### config.mk
export PLATFORM = sky130hd
export DESIGN_NAME = cpu_run_controller
export DESIGN_NICKNAME = d
export VERILOG_FILES = /design/src/rtl/run_ctrl_pkg.sv /design/src/rtl/button_press_decoder.sv /design/src/rtl/cpu_run_controller.sv
export SDC_FILE = /design/constraint.sdc
export NUM_CORES = 1
export LEC_CHECK = 0
export ABC_AREA = 1
export CELL_PAD_IN_SITES_DETAIL_PLACEMENT = 1
export CELL_PAD_IN_SITES_GLOBAL_PLACEMENT = 1
export CORE_UTILIZATION = 47
export DETAILED_ROUTE_END_ITERATION = 12
export PLACE_DENSITY_LB_ADDON = 0.1
export SLEW_MARGIN = 10
export SYNTH_ARGS = -nofsm -noshare
export SYNTH_HDL_FRONTEND = slang
export SYNTH_HIERARCHICAL = 1
export SYNTH_SLANG_ARGS = --single-unit
### constraint.sdc
create_clock -name clk -period 4.8 [get_ports clk]
set_input_delay 0.48 -clock clk [delete_from_list [all_inputs] [get_ports clk]]
set_output_delay 0.48 -clock clk [all_outputs]
set_load 0.01 [all_outputs]
### src/rtl/run_ctrl_pkg.sv
// Shared types and default timing values for the CPU run controller.
package run_ctrl_pkg;

  typedef enum logic [1:0] {IDLE, STEP, RUN, HALTED} run_state_t;

  localparam int unsigned DEF_DEBOUNCE_CYCLES   = 12000;
  localparam int unsigned DEF_LONG_PRESS_CYCLES = 6000000;
  localparam int unsigned DEF_CLK_DIV           = 4;
  localparam int unsigned DEF_COUNT_W           = 16;

endpackage

### src/rtl/button_press_decoder.sv
// Pushbutton front end: 2-flop synchronizer, debounce, short/long press pulses.
module button_press_decoder
  import run_ctrl_pkg::*;
#(
  parameter int unsigned DEBOUNCE_CYCLES   = DEF_DEBOUNCE_CYCLES,
  parameter int unsigned LONG_PRESS_CYCLES = DEF_LONG_PRESS_CYCLES
) (
  input  logic clk,
  input  logic reset,
  input  logic start,
  output logic short_press,
  output logic long_press
);

  localparam int unsigned DW = (DEBOUNCE_CYCLES > 1) ? $clog2(DEBOUNCE_CYCLES) : 1;
  localparam int unsigned HW = $clog2(LONG_PRESS_CYCLES);
  localparam logic [DW-1:0] DEB_LAST  = DW'(DEBOUNCE_CYCLES - 1);
  localparam logic [HW-1:0] HOLD_LAST = HW'(LONG_PRESS_CYCLES - 1);

  logic          sync1;
  logic          sync2;
  logic          deb;
  logic          deb_q;
  logic          long_done;
  logic [DW-1:0] deb_cnt;
  logic [HW-1:0] hold_cnt;

  // Two-stage synchronizer for the asynchronous button.
  always_ff @(posedge clk or posedge reset) begin
    if (reset) begin
      sync1 <= 1'b0;
      sync2 <= 1'b0;
    end else begin
      sync1 <= start;
      sync2 <= sync1;
    end
  end

  // Accept a new level only after DEBOUNCE_CYCLES consecutive differing samples.
  always_ff @(posedge clk or posedge reset) begin
    if (reset) begin
      deb     <= 1'b0;
      deb_cnt <= '0;
    end else if (sync2 != deb) begin
      if (deb_cnt == DEB_LAST) begin
        deb     <= sync2;
        deb_cnt <= '0;
      end else begin
        deb_cnt <= deb_cnt + 1'b1;
      end
    end else begin
      deb_cnt <= '0;
    end
  end

  // Hold timer: zero while released, counts (saturating) while held; long_done
  // stays set until release so the falling edge can tell long from short.
  always_ff @(posedge clk or posedge reset) begin
    if (reset) begin
      deb_q     <= 1'b0;
      hold_cnt  <= '0;
      long_done <= 1'b0;
    end else begin
      deb_q <= deb;
      if (!deb) begin
        hold_cnt  <= '0;
        long_done <= 1'b0;
      end else begin
        if (hold_cnt != HOLD_LAST) hold_cnt <= hold_cnt + 1'b1;
        if (long_press) long_done <= 1'b1;
      end
    end
  end

  assign long_press  = deb && (hold_cnt == HOLD_LAST) && !long_done;
  assign short_press = deb_q && !deb && !long_done;

endmodule

### src/rtl/cpu_run_controller.sv
// Single-button run controller: step / free-run / halt sequencing of the CPU
// via a one-clock enable, plus status LEDs and an enable-pulse counter.
module cpu_run_controller
  import run_ctrl_pkg::*;
#(
  parameter int unsigned DEBOUNCE_CYCLES   = DEF_DEBOUNCE_CYCLES,
  parameter int unsigned LONG_PRESS_CYCLES = DEF_LONG_PRESS_CYCLES,
  parameter int unsigned CLK_DIV           = DEF_CLK_DIV,
  parameter int unsigned COUNT_W           = DEF_COUNT_W
) (
  input  logic               clk,
  input  logic               reset,
  input  logic               start,
  input  logic               cpu_halt,
  output logic               cpu_en,
  output logic               running,
  output logic               halted,
  output logic [COUNT_W-1:0] cycle_count
);

  localparam int unsigned    DVW      = (CLK_DIV > 1) ? $clog2(CLK_DIV) : 1;
  localparam logic [DVW-1:0] DIV_LAST = DVW'(CLK_DIV - 1);

  run_state_t     state;
  run_state_t     state_n;
  logic [DVW-1:0] div;
  logic [DVW-1:0] div_n;
  logic           en_n;
  logic           running_n;
  logic           halted_n;
  logic           short_press;
  logic           long_press;

  button_press_decoder #(
    .DEBOUNCE_CYCLES   (DEBOUNCE_CYCLES),
    .LONG_PRESS_CYCLES (LONG_PRESS_CYCLES)
  ) u_button (
    .clk         (clk),
    .reset       (reset),
    .start       (start),
    .short_press (short_press),
    .long_press  (long_press)
  );

  // State, divider and all outputs are registered; counter tallies issued enables.
  always_ff @(posedge clk or posedge reset) begin
    if (reset) begin
      state       <= IDLE;
      div         <= '0;
      cpu_en      <= 1'b0;
      running     <= 1'b0;
      halted      <= 1'b0;
      cycle_count <= '0;
    end else begin
      state   <= state_n;
      div     <= div_n;
      cpu_en  <= en_n;
      running <= running_n;
      halted  <= halted_n;
      if (cpu_en) cycle_count <= cycle_count + 1'b1;
    end
  end

  // Next-state logic; cpu_en is decided one cycle ahead, so halt/long press in
  // the deciding cycle suppress the pulse that would otherwise follow.
  always_comb begin
    state_n = state;
    div_n   = '0;
    en_n    = 1'b0;
    case (state)
      IDLE: begin
        if (short_press) begin
          state_n = STEP;
          en_n    = 1'b1;
        end else if (long_press) begin
          state_n = RUN;
        end
      end
      STEP: state_n = IDLE;
      RUN: begin
        if (cpu_halt) begin
          state_n = HALTED;
        end else if (long_press) begin
          state_n = IDLE;
        end else begin
          div_n = (div == DIV_LAST) ? '0 : div + 1'b1;
          en_n  = (div == DIV_LAST);
        end
      end
      HALTED: begin
        if (long_press) state_n = IDLE;
      end
      default: state_n = IDLE;
    endcase
    running_n = (state_n == RUN);
    halted_n  = (state_n == HALTED);
  end

endmodule

* Word-level counts from Yosys, hierarchy flattened
Cells that the tools add are included.
** Word-level totals
- Bits in registers :: 65
- Bits in read-only memories :: 0
- Bits in latches :: 0
- Bits in writable memories :: 0
- Output and inout port bits :: 19
- Logic and storage cells :: 56
- Memories :: 0
** Cells by class
- Add/sub/neg operators :: 4
- Equality and inequality tests :: 12
- Multiply operators :: 0
- Bitwise gates (word level) :: 0
- Multiplexer cells :: 19
- Shift-type cells :: 0
- Magnitude comparators :: 0
- Reduce and logical (&&, ||, !) cells :: 8
- Div/mod/pow operators :: 0
** Operators with widths (count)
- 23-bit two-way mux :: 2
- 14-bit two-way mux :: 2
- 23-bit by 1-bit adder with 23-bit output, second input constant :: 1
- 23-bit == test, second input constant :: 1
- 23-bit != test, second input constant :: 1
- 16-bit by 1-bit adder with 16-bit output, second input constant :: 1
- 2-bit two-way mux :: 8
- 14-bit by 1-bit adder with 14-bit output, second input constant :: 1
- 14-bit == test, second input constant :: 1
- 2-bit == test, second input constant :: 5
- 2-bit one-hot mux with 4 select lines :: 1
- 1-bit two-way mux :: 5
- 1-bit logical AND :: 4
- 2-bit != test, second input constant :: 2
- 2-bit by 1-bit adder with 2-bit output, second input constant :: 1
- 2-bit by 1-bit == test with 1-bit output, second input constant :: 1
- 1-bit logical NOT :: 2
- 2-bit logical NOT :: 1
- 1-bit one-hot mux with 2 select lines :: 1
- 2-bit AND reduction :: 1
- 1-bit != test :: 1

* Logic depth before layout (Yosys ltp)
Gate-level depths: netlist of the first run.
- Depth in word-level cells :: 7
- Depth in mapped cells :: 9
- Gate-level depth less buffers :: 9

* Modules after synthesis
Netlist of the first run, hierarchy kept.
** By module, submodules not included
- button_press_decoder :: seq. area each 1051.0 um^2, cells each 343, times used 1, area an instance 2438.6 um^2
- cpu_run_controller :: seq. area each 575.6 um^2, cells each 124, times used 1, area an instance 1126.1 um^2

* Least setup slack after synthesis of the first run
Ideal clock, no wire load.
- Path kind :: reg2reg
- Start point :: reg u_button.hold_cnt[0]
- End point :: reg running
- Path slack :: 3233 ps
- Period minus slack after synthesis :: 1567 ps
- Arrival time :: 1444 ps
- Path buffers :: 0
- Stages on the path, launching flop included :: 9
- Cells stage by stage :: dfrtp_1 ha_1 nand3_1 nor2_1 nand4_1 nor3_1 o21ai_0 a21oi_1 nor2_1
** Between the ends
- Cells in the longest elaborated chain, start to end :: 7
- Elaborated cells between the ends (all ways) :: 9
** Ends and longest elaborated chain
- start: declaration :: RTL line button_press_decoder.sv:26 : logic [HW-1:0] hold_cnt;
- start signal: assignment :: RTL line button_press_decoder.sv:69 : if (hold_cnt != HOLD_LAST) hold_cnt <= hold_cnt + 1'b1;
- 23-bit == test (*) :: RTL line button_press_decoder.sv:75 : assign long_press = deb && (hold_cnt == HOLD_LAST) && !long_done;
- 1-bit logical AND (*) (2 in a row) :: RTL line button_press_decoder.sv:75
- named net long_press :: RTL line cpu_run_controller.sv:32 : logic long_press;
- 2-bit two-way mux (on tied branches) :: RTL line cpu_run_controller.sv:83, cpu_run_controller.sv:91, cpu_run_controller.sv:75
- 2-bit two-way mux (on tied branches) :: RTL line cpu_run_controller.sv:81, cpu_run_controller.sv:72
- 2-bit one-hot mux with 4 select lines (*) :: RTL line cpu_run_controller.sv:70 : case (state)
- 2-bit == test (*) :: RTL line cpu_run_controller.sv:95 : running_n = (state_n == RUN);
- named net running_n :: RTL line cpu_run_controller.sv:29 : logic running_n;
- end signal: assignment :: RTL line cpu_run_controller.sv:58 : running <= running_n;
- end: declaration :: RTL line cpu_run_controller.sv:16 : output logic running,
The timed path passes the listed nets; every way through them passes the cells marked *.
A chain may end at the register's enable or synchronous reset.

* Worst setup path in the final report of the first run
- Start point :: reg u_button.deb
- End point :: reg running
** Between the ends
- Cells in the longest elaborated chain, start to end :: 6
- Elaborated cells between the ends (all ways) :: 11
** Ends and longest elaborated chain
- start: declaration :: RTL line button_press_decoder.sv:22 : logic deb;
- start signal: assignment :: RTL line button_press_decoder.sv:46 : deb <= sync2;
- 1-bit logical AND (*) (2 in a row) :: RTL line button_press_decoder.sv:75
- named net long_press :: RTL line cpu_run_controller.sv:32
- 2-bit two-way mux (on tied branches) :: RTL line cpu_run_controller.sv:83, cpu_run_controller.sv:91, cpu_run_controller.sv:75
- 2-bit two-way mux (on tied branches) :: RTL line cpu_run_controller.sv:81, cpu_run_controller.sv:72
- 2-bit one-hot mux with 4 select lines (*) :: RTL line cpu_run_controller.sv:70
- 2-bit == test (*) :: RTL line cpu_run_controller.sv:95
- named net running_n :: RTL line cpu_run_controller.sv:29
Marked as above.

==> results of run 1 <==
==> state kept, by name, summed over array words and instances (netlist names) <==
signal / flops
u_button/hold_cnt: 23
cycle_count: 16
u_button/deb_cnt: 14
div: 2
state: 2
cpu_en: 1
halted: 1
running: 1
u_button/deb: 1
u_button/deb_q: 1
u_button/long_done: 1
u_button/sync1: 1
u_button/sync2: 1
==> stage by stage <==
step                      worst slack, ps  cells  power (mW)  utilization [%]
after global routing                 2220    600        1.03             55.5
after global placement               2580    585       0.586             53.3
after floorplan                      3230    467       0.577                -
after detailed placement             2420    585       0.586             53.3
final                                2380    600       0.986             55.5
after CTS                            2390    600        1.00             55.5
==> cells in the final DEF, fill, tap and decap left out, drive strengths merged <==
master / instances
or2: 6
clkbuf: 12
xor2: 11
clkinvlp: 1
nand2: 126
nor4: 1
o21bai: 2
o22ai: 2
dfrtp: 65
nand4: 13
buf: 1
o21ai: 8
xnor2: 6
inv: 55
nor3: 9
clkdlybuf4s50: 22
a21oi: 15
nand3b: 2
nor2: 98
and2: 1
clkinv: 3
ha: 4
nand3: 38
==> area by class of cell <==
type / count / area share, %
clock inverter: 3 / 0.433
multi-input combinational: 342 / 41.9
sequential: 65 / 40.2
timing repair buffer: 23 / 5.62
clock buffer: 12 / 3.58
tap: 99 / 3.06
inverter: 56 / 5.19
==> worst max-delay path, delay by kind of cell (launching register included) <==
| kind | cells | cell delay, ps |
|---|---|---|
| simple gates | 2 | 530 |
| flops | 1 | 940 |
| compound gates | 2 | 480 |
| buf+inv | 1 | 360 |
==> per-layer routing <==
layer | vias to the layer above | wire length, um | GRT usage, %
li1 | 1529 | - | -
met1 | 1541 | 4100 | 32.2
met2 | 48 | 4480 | 44.1
met3 | 10 | 257 | 4.89
met4 | 0 | 95 | 8.80
met5 | - | 0 | 0
==> power breakdown <==
part	leakage, nW	internal, mW	total (mW)	switching, mW
Clock	0.0822	0.197	0.412	0.214
Combinational	0.869	0.00552	0.0216	0.0160
Sequential	0.896	0.550	0.553	0.00307
Total	1.85	0.753	0.986	0.233
==> worst paths after layout <==
path                                 from                  to  slack, ps  cells past startpoint
max                          u_button/deb             running       2380                      5
max in group asynchronous           reset      cycle_count[7]       3590                      2
min                        u_button/sync1      u_button/sync2        350                      0
max reg2reg                  u_button/deb             running       2380                      5
min reg2reg                u_button/sync1      u_button/sync2        350                      0
min in group asynchronous           reset  u_button/long_done        620                      3
==> cells by family (layout without fill, tap and decap cells) <==
group,after synthesis,count (layout),share of synthesized area (%)
buf+inv,60,94,6.74
compound gates,27,27,4.00
fa+ha+maj,4,4,1.40
xor+xnor,17,17,4.18
simple gates,294,294,38.0
flops,65,65,45.6
==> metrics, run 1 <==
required time worst endpoint 5040 ps; CP startpoint kind flip-flop; final instance area 4050 um^2; Slew HR 40.0%; Max-cap violations 0; clk_lat worst skew 340 ps; CTS tree yes; CP Cell Sequence inv_1 -> nor3_1 -> o21ai_0 -> a21oi_1 -> nor2_1; routability cong. 0.862; Slew Viols, Final 0; total routed wirelength just under 9000 um; Hold Crit Class reg -> reg; H-tree levels 3; initial antenna violation count 0; core area roughly 7300 um^2; area leader, netlist dfrtp_1; Syn Nets 475; WL/cell 14.9 um; via count 3,128; largest net degree at the start of global routing 43; placed instance area 3890 um^2; max incr delay on CP 940 ps; status completed; row cnt 31; grt total ovfl 0; sequential element share of the synthesized area 45.6%; cell with the most instances after synthesis nand2_1; worst hold margin 352 ps; CTS Sinks between 60 and 70; I/O Buffers 22; maximum VDD drop 0.000128 V; mapped cell area 3560 um^2; Layout fillers approximately 960; Tmin final 2420 ps; Setup TNS Final 0 ps; Post-synth EDFFs 0; clock skew 6.25 ps; count of antenna-violating nets left after detailed routing 0; antenna cells 0; vias in the first global route 3,225; worst slew pin tran 900 ps; detailed placer's ending HPWL 6690 um; #FFs+latches synth 65; layout overhead on the synthesized area 13.6%; Final setup viols 0; Leakage 1.85 nW; Die Ht 89.1 um; Post-CTS Resized 0; synth warn 6; initial core utilization between 40% and 50%; Post-Syn Instances 467; Highest Clock Rate between 400 and 500 MHz; asr flop ratio synth 100%; WS Path Type reg -> reg; RSZ-0062 raised after global routing no; layout cells sized above 1 9.58%; post-route DRC violation count 0; main flop type after synthesis dfrtp_1; die area 7940 um^2; largest cells by area after synthesis dfrtp_1 46%, nand2_1 12%, nor2_1 8.7%; commonest cells in the netlist 117 x nand2_1, 83 x nor2_1, 65 x dfrtp_1, 56 x inv_1, 35 x nand3_1; drt first pass iters 5; FF/Latch Area 1630 um^2; drt initial violations ~150; first-pass GRT wire length ~15,000 um; final worst path period share 50.4%; post-synth cell types 30; clock root cell clkbuf_8; Hold Fails Final Rpt 0; total CTS buffers 9; Setup crit end kind flip-flop; top-area cell type share of the netlist area 45.6%; slowest cell on the critical path dfrtp_1; CP max FO 26; chip width 89.1 um; setup bufs post-CTS 0; Vias/cell 5.21; CTS Hold Bufs 0; Final #Nets approximately 510; clk slew on worst S/H paths 70 ps; syn_area_per_cell 7.63 um^2; PwrDens 244 nW/um^2; total track usage between 20% and 30%; CTS max path bufs 2; io pins 23; arrival time of the worst setup path 2660 ps; multi-input logic area between 1500 and 2000 um^2
No activity file was read; power rests on OpenSTA's default activity.
==> run 2: changes to the inputs <==
--- a/config.mk
+++ b/config.mk
@@ -8,7 +8,7 @@
 export ABC_AREA = 1
 export CELL_PAD_IN_SITES_DETAIL_PLACEMENT = 1
 export CELL_PAD_IN_SITES_GLOBAL_PLACEMENT = 1
-export CORE_UTILIZATION = 47
+export CORE_UTILIZATION = 40
 export DETAILED_ROUTE_END_ITERATION = 12
 export PLACE_DENSITY_LB_ADDON = 0.1
 export SLEW_MARGIN = 10
==> constraint.sdc (replaced) <==
create_clock -name clk -period 2.1 [get_ports clk]
set_input_delay 0.21 -clock clk [delete_from_list [all_inputs] [get_ports clk]]
set_output_delay 0.21 -clock clk [all_outputs]
set_load 0.01 [all_outputs]
==> run 2 against run 1 <==
Effect of this change: clock power up 140%; largest cell class unchanged; the run now ends with DRC left; combinational power up 130%; critical path type unchanged; clock skew up 2.7 ps; cell count up 1.8%; highest routed layer unchanged; critical endpoint unchanged.
==> metrics, run 2 (synthesized netlist as in run 1, its figures left out) <==
Worst Slack Setup Final 201 ps; final instance area 4090 um^2; antenna cells 0; Final setup viols 0; Hold Fails Final Rpt 0; I/O Buffers 22; row cnt 34; drt initial violations 128; final worst path period share 90.4%; Setup crit end kind flip-flop; post-route DRC violation count 1; Largest regs u_button/hold_cnt (23), cycle_count (16), u_button/deb_cnt (14); CTS max path bufs 2; maximum VDD drop 0.000290 V; io pins 23; core area between 8000 and 9000 um^2; Slew Viols, Final 0; leading cell type in the layout, fill and taps excluded nand2_1; Highest Clock Rate 527 MHz; Setup TNS Final 0 ps; chip width roughly 96 um; Max-cap violations 0; Clk pwr share 43.1%; CTS Sinks 65; layout cells sized above 1 10.1%; Vias/cell 5.08; largest register by flop count u_button/hold_cnt; met1 Track Usage GR 26.7%; CTS tree yes; total routed wirelength ~8600 um; failing checks DRC; layout overhead on the synthesized area 14.8%; routability cong. approximately 0.81; multi-input logic area about 1700 um^2; most frequent cells in the layout 117 x nand2_1, 83 x nor2_1, 65 x dfrtp_1, 55 x inv_1, 35 x nand3_1; WS Path Type reg -> reg; count of antenna-violating nets left after detailed routing 0; clock root cell clkbuf_8; CP max FO 4; pre-CTS setup slack 213 ps; Pint 1.79 mW; detailed placer's ending HPWL around 6600 um; H-tree levels 3; first-pass GRT wire length 14,700 um; vias in the first global route between 3,000 and 4,000; Post-CTS Resized 0; initial antenna violation count 0; FF/Latch Area 1630 um^2; Die Ht 96.4 um; total CTS buffers 9; via count 3,101; Psw ~0.52 mW; Reg power frac 54.7%; Worst R2R Start u_button/hold_cnt[0]; Tmin final roughly 1900 ps; RSZ-0062 raised after global routing no; setup bufs post-CTS 0; Post-Layout Cell Count approximately 600; Leakage 1.87 nW; GRT busiest layer met2; largest net degree at the start of global routing 43; CP startpoint kind flip-flop; Gate power share 2.2%; WL/cell 14.1 um; Layout fillers 1,093; grt total ovfl 0; required time worst endpoint 2330 ps; CTS Hold Bufs 0; drt first pass iters 8; worst slew pin tran between 500 and 600 ps; total track usage around a fifth; Final #Nets 507; clk slew on worst S/H paths 70 ps; status finished, violations left; GR Layer Usage met3 3.29%; placed instance area 3910 um^2; clk_lat worst skew 350 ps; sw frac 22.6%; # placed instances 596; PwrDens 564 nW/um^2; initial core utilization 41.1%; Hold Crit Class in -> async; die area around 9300 um^2; grt met2 use about a third; crit path from u_button/hold_cnt[0]; Pwr Total 2.31 mW; Slew HR 61.8%; clock skew ~8.9 ps; arrival time of the worst setup path about 2100 ps; number of flip-flops under the largest register name 23; reg2reg path depth 8
==> run 2: cell count changes in the layout (fill, tap and decap cells not counted) <==
cell and change:
buf_4 +2, clkbuf_8 +2, clkbuf_1 -1, clkinv_2 -1
==> run 2: area by class of cell <==
type / count / share of cell area (%)
Multi-Input combinational cell: 342 / 41.5
Clock inverter: 2 / 0.306
Clock buffer: 13 / 4.13
Inverter: 56 / 5.13
Tap cell: 108 / 3.30
Sequential cell: 65 / 39.7
Timing Repair Buffer: 25 / 5.93
==> run 2: power by group through the flow <==
stage | clock network (mW) | registers, mW | logic (mW)
floorplan | 0 | 1.29 | 0.0316
global placement | 0 | 1.29 | 0.0526
detailed placement | 0 | 1.29 | 0.0533
CTS | 1.04 | 1.26 | 0.0534
global route | 1.07 | 1.27 | 0.0602
finish | 0.996 | 1.27 | 0.0500
==> run 2: worst max-delay path: stages (launching register included) <==
cell and delay, ps:
dfrtp_1 400, ha_1 230, nand3_1 120, nor2_1 120
nand4_1 120, nor3_1 290, o21ai_0 200, a21oi_1 230
nor2_1 70
==> run 2: final timing paths <==
path                                          to  slack (ps)
hold / removal                    cycle_count[3]         240
setup reg to reg                         running         200
min in group clk                  u_button/sync1         310
max in group asynchronous  u_button/hold_cnt[14]        1360
setup / recovery                         running         200
hold reg to reg                   u_button/sync2         350
==> run 2: stage by stage <==
| step | util [%] | hold slack (ps) |
|---|---|---|
| 6_report | 47.2 | 241 |
| 5_1_grt | 47.2 | 309 |
| 4_1_cts | 47.2 | 241 |
| 3_5_place_dp | 45.1 | 340 |
| 3_3_place_gp | 45.1 | 334 |
| 2_1_floorplan | - | 212 |
==> run 2: routing by layer <==
metal,part of all wire (%),vias up
li1,-,1536
met1,48,1511
met5,0,-
met2,48,39
met4,2.0,0
met3,2.7,15
